File: src/rtl/keypad_scan.sv
// 4x4 key matrix scanner: column strobe, frame debounce, single-press detect
// and a small key-code FIFO with a valid/ready handshake toward the CPU.
//
// state  | meaning
// S_IDLE | no key held; next single-key frame is reported
// S_HELD | a press was reported; waiting for a full release
module keypad_scan #(
   parameter int SCAN_DIV   = 1000,
   parameter int DEBOUNCE   = 4,
   parameter int FIFO_DEPTH = 4
) (
   input  logic       i_clk,
   input  logic       i_rst,
   input  logic [3:0] i_row,
   output logic [3:0] o_col,
   output logic [3:0] o_key,
   output logic       o_valid,
   input  logic       i_ready,
   output logic       o_pressed,
   output logic       o_multi,
   output logic       o_overflow
);

   localparam int PW = (SCAN_DIV > 1) ? $clog2(SCAN_DIV) : 1;
   localparam int AW = (FIFO_DEPTH > 1) ? $clog2(FIFO_DEPTH) : 1;
   localparam int CW = AW + 1;

   typedef enum logic {S_IDLE, S_HELD} state_t;

   logic [3:0]    row_meta, row_sync, row_hit;
   logic [PW-1:0] presc;
   logic [1:0]    col_idx;
   logic          scan_tc, frame_end, frame_diff;
   logic [15:0]   snapshot, snap_next, prev, debounced;
   logic [3:0]    snap_idx;
   logic [3:0]    stable, stable_next;
   logic          deb_load, fsm_eval;
   state_t        state, state_next;
   logic          push, one_key;
   logic [3:0]    push_code;

   logic [3:0]    mem [FIFO_DEPTH];
   logic [AW-1:0] wr_ptr, rd_ptr, rd_ptr_next;
   logic [CW-1:0] count, count_next;
   logic          pop, full, push_ok;
   logic [3:0]    head_next;

   // Rows are pulled up; invert after synchronizing so a 1 means "pressed".
   always_ff @(posedge i_clk or posedge i_rst) begin
      if (i_rst) begin
         row_meta <= 4'hF;
         row_sync <= 4'hF;
      end else begin
         row_meta <= i_row;
         row_sync <= row_meta;
      end
   end

   assign row_hit   = ~row_sync;
   assign scan_tc   = (presc == PW'(SCAN_DIV - 1));
   assign frame_end = scan_tc && (col_idx == 2'd3);

   // The frame compare sees the column-3 samples taken on the same edge.
   always_comb begin
      snap_next = snapshot;
      snap_idx  = 4'd0;
      if (scan_tc) begin
         for (int r = 0; r < 4; r++) begin
            snap_idx            = {2'(r), col_idx};
            snap_next[snap_idx] = row_hit[r];
         end
      end
   end

   always_comb begin
      stable_next = stable;
      frame_diff  = (snap_next != prev);
      if (frame_end) begin
         if (frame_diff)
            stable_next = 4'd1;
         else if (stable < 4'(DEBOUNCE))
            stable_next = stable + 4'd1;
      end
   end

   always_ff @(posedge i_clk or posedge i_rst) begin
      if (i_rst) begin
         presc    <= '0;
         col_idx  <= 2'd0;
         o_col    <= 4'b1110;
         snapshot <= '0;
         prev     <= '0;
         stable   <= '0;
         deb_load <= 1'b0;
      end else begin
         snapshot <= snap_next;
         stable   <= stable_next;
         deb_load <= frame_end && (stable_next == 4'(DEBOUNCE));
         if (frame_end && frame_diff)
            prev <= snap_next;
         if (scan_tc) begin
            presc   <= '0;
            col_idx <= col_idx + 2'd1;
            o_col   <= ~(4'b0001 << (col_idx + 2'd1));
         end else begin
            presc <= presc + PW'(1);
         end
      end
   end

   always_ff @(posedge i_clk or posedge i_rst) begin
      if (i_rst) begin
         debounced <= '0;
         o_pressed <= 1'b0;
         o_multi   <= 1'b0;
         fsm_eval  <= 1'b0;
      end else begin
         fsm_eval <= deb_load;
         if (deb_load) begin
            debounced <= prev;
            o_pressed <= |prev;
            o_multi   <= |(prev & (prev - 16'd1));
         end
      end
   end

   assign one_key = (debounced != 16'd0) && ((debounced & (debounced - 16'd1)) == 16'd0);

   always_comb begin
      push_code = 4'd0;
      for (int i = 0; i < 16; i++)
         if (debounced[i]) push_code = 4'(i);
   end

   always_ff @(posedge i_clk or posedge i_rst) begin
      if (i_rst) state <= S_IDLE;
      else       state <= state_next;
   end

   always_comb begin
      state_next = state;
      push       = 1'b0;
      if (fsm_eval) begin
         case (state)
            S_IDLE: if (one_key) begin
               push       = 1'b1;
               state_next = S_HELD;
            end
            S_HELD: if (debounced == 16'd0) state_next = S_IDLE;
            default: state_next = S_IDLE;
         endcase
      end
   end

   assign pop     = o_valid && i_ready;
   assign full    = (count == CW'(FIFO_DEPTH));
   assign push_ok = push && (!full || pop);

   // Head is precomputed so o_key/o_valid can be plain registers.
   always_comb begin
      count_next  = count;
      rd_ptr_next = pop ? rd_ptr + AW'(1) : rd_ptr;
      if (push_ok && !pop)
         count_next = count + CW'(1);
      else if (pop && !push_ok)
         count_next = count - CW'(1);
      if (push_ok && (wr_ptr == rd_ptr_next))
         head_next = push_code;
      else
         head_next = mem[rd_ptr_next];
   end

   always_ff @(posedge i_clk or posedge i_rst) begin
      if (i_rst) begin
         for (int i = 0; i < FIFO_DEPTH; i++) mem[i] <= 4'd0;
         wr_ptr     <= '0;
         rd_ptr     <= '0;
         count      <= '0;
         o_valid    <= 1'b0;
         o_key      <= 4'd0;
         o_overflow <= 1'b0;
      end else begin
         if (push_ok) begin
            mem[wr_ptr] <= push_code;
            wr_ptr      <= wr_ptr + AW'(1);
         end
         if (push && full && !pop)
            o_overflow <= 1'b1;
         rd_ptr  <= rd_ptr_next;
         count   <= count_next;
         o_valid <= (count_next != '0);
         o_key   <= (count_next != '0) ? head_next : 4'd0;
      end
   end

endmodule

File: config.mk
export PLATFORM = sky130hd
export DESIGN_NAME = keypad_scan
export DESIGN_NICKNAME = d
export VERILOG_FILES = /design/src/rtl/keypad_scan.sv
export SDC_FILE = /design/constraint.sdc
export NUM_CORES = 1
export LEC_CHECK = 0
export CORE_MARGIN = 4
export CORE_UTILIZATION = 55
export DETAILED_ROUTE_END_ITERATION = 7
export PLACE_DENSITY = 0.76
export SYNTH_ARGS = -nofsm -noshare
export SYNTH_HDL_FRONTEND = slang
export SYNTH_SLANG_ARGS = --single-unit
File: constraint.sdc
create_clock -name i_clk -period 3.7 [get_ports i_clk]
set_input_delay 0.74 -clock i_clk [delete_from_list [all_inputs] [get_ports i_clk]]
set_output_delay 0.74 -clock i_clk [all_outputs]
set_load 0.01 [all_outputs]
==> results of run 1 <==
[cell usage after synthesis, types with 3 or more instances]
master	n	area share (%)
a211oi_1	4	0.53
nand3_1	13	1.2
o21ai_0	46	4.1
nor2_1	41	2.7
o21a_1	4	0.53
nor4_1	9	1.0
a31oi_1	3	0.33
mux2_2	25	5.0
dfstp_2	11	5.1
or4_1	4	0.53
nor2b_1	7	0.78
dfrtp_1	99	44
o41ai_1	3	0.47
ha_1	14	3.1
xor2_1	12	1.9
nand4_1	8	0.89
and4_1	4	0.62
clkbuf_1	16	1.1
xnor2_1	16	2.5
nand2_1	56	3.7
a21o_1	3	0.40
mux2i_1	10	1.8
or2_2	7	0.78
nand2b_1	3	0.33
buf_2	3	0.27
a21oi_1	28	2.5
o31ai_1	3	0.40
or3_1	7	0.78
inv_1	27	1.8
nor3_1	4	0.36
o22ai_1	7	0.78
mux4_2	4	1.6
[power groups by stage]
stage                     clock network, uW  registers, uW  logic [uW]
after floorplan                           0           1300         288
after global placement                    0           1310         363
after detailed placement                  0           1310         371
after CTS                               688           1290         374
after global routing                    734           1300         410
final                                   665           1290         371
[cells by family (layout without fill, tap and decap cells)]
group,Yosys count,in the layout,synth area share [%]
DFF,110,110,49.2
xor gates and xnor gates,28,28,4.36
muxes,39,39,8.39
AOI/OAI and AO/OA,129,129,14.6
adders and majority gates,16,16,3.47
buffers and inverters,50,70,3.74
and+or+nand+nor,179,179,16.3
[sequential cells by signal, indices dropped and copies added (netlist names), 2 cells and up]
register,flops
snapshot,16
presc,10
o_col,4
row_sync,4
stable,4
row_meta,4
prev,16
o_key,4
count,3
mem,16
debounced,16
wr_ptr,2
rd_ptr,2
col_idx,2
[worst max-delay path, cell delays in order (launching register included)]
cell and delay, ns:
dfrtp_1 0.45, or4_1 0.68, o41ai_1 0.51, nand2_1 0.16, nor4_4 0.39, mux2_2 0.40
o32ai_2 0.25, a21oi_1 0.13
[worst paths after layout]
path,from,end,slack (ns),cells past startpoint
min reg2reg,row_meta[0],row_sync[0],0.36,0
max,debounced[3],o_key[1],0.59,7
max in group asynchronous,i_rst,mem[4],2.23,3
max reg2reg,debounced[3],o_key[1],0.59,7
min,row_meta[0],row_sync[0],0.36,0
min in group asynchronous,i_rst,debounced[15],0.72,2
[through the flow]
step / worst slack, ns / instances / total power (uW)
floorplan: 0.0759 / 551 / 1590
global placement: 0.656 / 688 / 1670
detailed placement: 0.619 / 688 / 1680
CTS: 0.605 / 704 / 2350
global route: 0.406 / 704 / 2440
finish: 0.589 / 704 / 2330
[cell type report]
class	instances	area, sq um
clock buffers	13	159
repair buffers	27	248
multi-input cells	391	2650
inverters	27	104
fillers	805	3760
flip-flops and latches	110	2770
well taps	133	166
clock inverters	3	18.8
[per-layer routing]
layer,vias to the layer above,global-route usage [%],part of all wire [%]
met2,99,34.2,47
met4,0,6.31,1.6
met1,2030,31.3,47
li1,1999,-,-
met5,-,0,0
met3,14,4.91,4.6
==> summary.txt, run 1 <==
Worst setup path
  – Worst path required time: about 4 ns
  – Maximum fanout along the worst path: 9
  – CP Class: register to register
  – CP startpoint kind: register
  – Crit. End Element: register
  – Arrival @ worst endpoint: 3.35 ns

Finish
  – Final std cell area, no fill: around 6100 sq um
  – Final Core Density: about 62%
  – Most common cell after layout, fill and taps aside: dfrtp_1
  – Most frequent cells in the layout: 99 x dfrtp_1, 56 x nand2_1, 46 x o21ai_0, 41 x nor2_1, 28 x a21oi_1
  – Proportion of layout cells with a drive suffix above 1: 13.8%
  – Inserted Diodes: 0
  – Fin nets: 587
  – Area Overhead vs Synth: 8.63%

STA
  – Peak Freq: 321 MHz
  – WHS: approximately 0.36 ns
  – Worst Tran Pin Value: 0.869 ns
  – Min cycle time layout: 3.11 ns
  – RSZ-0062 raised after global routing: false
  – Hold Vio Cnt, Final: 0
  – Count of final setup violators: 0
  – Total negative setup slack: 0 ns
  – Slew Limit Fails: 0
  – Period utilization: 84.1%
  – Rel. slew slack: a little over two fifths
  – Clk_skew: 0.0130 ns

Global routing
  – GR Overflow Total: 0
  – Global-route wire length before repair: 20.5 mm
  – Pin count of the biggest net entering global routing: 35
  – Vias in the first global route: 4,136
  – Overall routing resource usage: between 20 and 25%
  – Initial antenna violation count: 0

Power
  – Power per standard cell area: 381 nW/um^2
  – Seq pwr share: 55.5%
  – Net Switching: 643 uW
  – Clock power frac: between 20 and 30%
  – Peak supply drop: 394 uV
  – Combinational power share: 15.9%
  – P_leak: 0.00274 uW
  – Internal power: 1680 uW
  – Sw Share: 27.6%

Min path
  – Hold Crit Class: register to register

Logic synthesis
  – YS warnings: 0
  – Register area share after synthesis: around 49%
  – Count of cell types in the netlist: 69
  – EDFF count, synth: 0
  – Avg Cell Area, Syn: ~10 sq um
  – #FFs+latches synth: 110
  – Async set-or-reset flop fraction in the synthesized netlist: 100%
  – Mapped Area: 5620 sq um
  – Synth Flop Type: dfrtp_1
  – Synth Net Count: 572
  – Gate Count Post-Synth: about 550

Route
  – First DRT Iteration DRCs: 232
  – Detail Route Antenna Nets: 0
  – Drt first pass iters: 5
  – Via/cell ratio: 5.88
  – Vias: between 4,000 and 5,000
  – DRC Markers: 0
  – WL final: 11.7 mm
  – WL per Instance: 16.6 microns

Die
  – Ports: 19
  – Total die area: 11,900 sq um
  – Initial Util: 57.0%
  – Area of the core: 9860 sq um
  – Chip height: between 100 and 150 microns
  – Die W: roughly 110 microns
  – Rows: 36

Place
  – Post-DP HPWL: 8.43 mm
  – Placer Congestion: 0.863
  – Input/output buffers: 18
  – Area of placed instances: 5930 sq um

Clock network
  – CTS tree: done
  – Clk Latency, worst-skew pair: approximately 0.38 ns
  – CTS Buf Count: 9
  – Post-CTS Setup Inserts: 0
  – Clock root buffer: clkbuf_8
  – Clock Pin Slew Worst Setup and Hold Paths: 0.09 ns
  – CTS Sinks: 110
  – Resized Gates After CTS: 0
  – CTS hold repair buffers: 0
  – H-tree depth: 3
  – Clk buf depth: 2

Run
  – Max Cap Violations: 0

Outcome
  – Outcome: finished, final reports clean
(Power assumes the default switching activity.)
==> inputs of run 2 (changes only) <==
--- a/config.mk
+++ b/config.mk
@@ -6,9 +6,9 @@
 export NUM_CORES = 1
 export LEC_CHECK = 0
 export CORE_MARGIN = 4
-export CORE_UTILIZATION = 55
+export CORE_UTILIZATION = 59
 export DETAILED_ROUTE_END_ITERATION = 7
-export PLACE_DENSITY = 0.76
+export PLACE_DENSITY = 0.77
 export SYNTH_ARGS = -nofsm -noshare
 export SYNTH_HDL_FRONTEND = slang
 export SYNTH_SLANG_ARGS = --single-unit
==> constraint.sdc (replaced) <==
create_clock -name i_clk -period 3 [get_ports i_clk]
set_input_delay 0.6 -clock i_clk [delete_from_list [all_inputs] [get_ports i_clk]]
set_output_delay 0.6 -clock i_clk [all_outputs]
set_load 0.01 [all_outputs]
==> summary.txt, run 2 (synthesis gave the netlist of run 1 again) <==
Outcome
  – Outcome: finished, final reports clean

STA
  – Rel. slew slack: roughly half
  – Hold Vio Cnt, Final: 0
  – Period utilization: 95.1%
  – Clk_skew: around 0.016 ns
  – Slew Limit Fails: 0
  – Count of final setup violators: 0
  – RSZ-0062 raised after global routing: false
  – Peak Freq: roughly 350 MHz
  – Worst Tran Pin Value: 0.753 ns
  – Min cycle time layout: between 2 and 3 ns
  – Total negative setup slack: 0 ns

Clock network
  – CTS Buf Count: 9
  – Clk buf depth: 2
  – Clock root buffer: clkbuf_8
  – Clk Latency, worst-skew pair: 0.38 ns
  – Post-CTS Setup Inserts: 0
  – CTS Sinks: 110
  – Clock Pin Slew Worst Setup and Hold Paths: about 0.10 ns
  – CTS tree: done
  – H-tree depth: 3

Power
  – Power per standard cell area: 478 nW/um^2
  – Clock power frac: 30.5%
  – Sw Share: between 20 and 30%
  – Net Switching: 861 uW
  – Combinational power share: 16.9%
  – Total Power: ~3000 uW
  – Seq pwr share: 52.7%
  – P_leak: 0.00284 uW
  – Internal power: roughly 2200 uW
  – Peak supply drop: around 380 uV

Route
  – Vias: approximately 4,300
  – WL per Instance: around 16 microns
  – Via/cell ratio: 5.95
  – Drt first pass iters: 5
  – Detail Route Antenna Nets: 0
  – WL final: about 12 mm
  – DRC Markers: 0
  – First DRT Iteration DRCs: 327

Worst setup path
  – Worst Setup EP: prev[14]
  – RR Startpoint: presc[0]
  – Arrival @ worst endpoint: between 3 and 4 ns
  – CP Class: register to register
  – FF-to-FF path depth: 9
  – CP startpoint kind: register
  – FF-to-FF setup slack: around 0.15 ns
  – Crit. End Element: register
  – Crit Reg-Reg Endpoint: prev[14]
  – Worst path required time: 3.27 ns
  – Worst Setup SP: presc[0]
  – Maximum fanout along the worst path: 10

Die
  – Die W: approximately 110 microns
  – Total die area: 11,200 sq um
  – Rows: 35
  – Area of the core: 9240 sq um
  – Ports: 19
  – Chip height: 106 microns
  – Initial Util: 60.9%

Finish
  – Fillers: 720
  – Proportion of layout cells with a drive suffix above 1: 17.5%
  – Inserted Diodes: 0
  – Final std cell area, no fill: 6320 sq um
  – Most common cell after layout, fill and taps aside: dfrtp_1
  – Most frequent cells in the layout: 99 x dfrtp_1, 56 x nand2_1, 46 x o21ai_0, 41 x nor2_1, 28 x a21oi_1
  – Final Core Density: 68.4%
  – Fin nets: 603
  – Area Overhead vs Synth: 12.5%

Place
  – Placer Congestion: 0.911
  – Post-DP HPWL: 8.27 mm
  – Input/output buffers: 18
  – Area of placed instances: 6060 sq um

Min path
  – Hold Crit Class: register to register

Global routing
  – Pin count of the biggest net entering global routing: between 100 and 150
  – GR Overflow Total: 0
  – Initial antenna violation count: 0
  – Vias in the first global route: around 4,000
  – Global-route wire length before repair: between 15 and 20 mm
  – Overall routing resource usage: 22.2%

Run
  – Max Cap Violations: 0
## run 2: cell count changes in the layout (fill, tap and decap cells not counted), moves of 2 or more
| cell | previous run | this run |
|---|---|---|
| clkinvlp_4 | 0 | 2 |
| clkinv_2 | 2 | 0 |
| inv_6 | 1 | 3 |
| buf_4 | 9 | 24 |
| or4_1 | 4 | 1 |
| or4_4 | 0 | 3 |
| clkbuf_8 | 11 | 9 |
## run 2: final cells by class
cell class,count,area (sq um),share of cell area (%)
multi-input combinational,391,2700,42.7
inverter,27,105,1.66
clock inverter,6,80.1,1.27
sequential,110,2770,43.7
timing repair buffer,43,380,6.02
clock buffer,10,128,2.02
tap,129,161,2.55
## run 2: through the flow
step | setup slack, ns | std cells | hold WS, ns
final | 0.147 | 716 | 0.364
after global routing | 0.00441 | 716 | 0.372
after CTS | 0.0475 | 716 | 0.366
after detailed placement | 0.110 | 700 | 0.347
after global placement | 0.172 | 700 | 0.346
after floorplan | 0.268 | 551 | 0.345
## run 2: how the worst min path moves through the flow
stage	start	endpoint	slack [ns]	cells after the start
floorplan	row_meta[0]	row_sync[0]	0.35	0
global placement	row_meta[0]	row_sync[0]	0.35	0
CTS	row_meta[1]	row_sync[1]	0.37	0
finish	row_meta[3]	row_sync[3]	0.36	0
detailed placement	row_meta[3]	row_sync[3]	0.35	0
global route	row_meta[1]	row_sync[1]	0.37	0
## run 2: power by group through the flow
stage,combinational (uW),sequential [uW],clock (uW)
after floorplan,356,1600,0
after global placement,455,1610,0
after detailed placement,475,1620,0
after CTS,477,1590,951
after global routing,571,1600,1010
final,510,1590,921
## run 2: per-layer routing
layer / share of wire, % / vias to the layer above / track usage (%) / routed length, microns
li1: - / 2032 / - / -
met1: 46 / 2090 / 32.0 / 5370
met2: 47 / 118 / 33.6 / 5470
met3: 5.4 / 20 / 4.47 / 626
met4: 2.0 / 0 / 7.59 / 230
met5: 0 / - / 0 / 0
## run 2: timing repair
item                       in CTS  in global routing
hold endpoints to repair        0                  0
setup endpoints to repair       0                 22
hold buffers                    0                  0
resized for setup               0                  9
## run 2: worst max-delay path, stage by stage (launching register included)
cell and delay (ns):
dfrtp_1 0.42, ha_1 0.25, and4b_1 0.27, and4_1 0.23
a2111oi_0 0.47, nor2_1 0.10, nor4_1 0.36, a21oi_1 0.13
buf_4 0.21, mux2_2 0.29
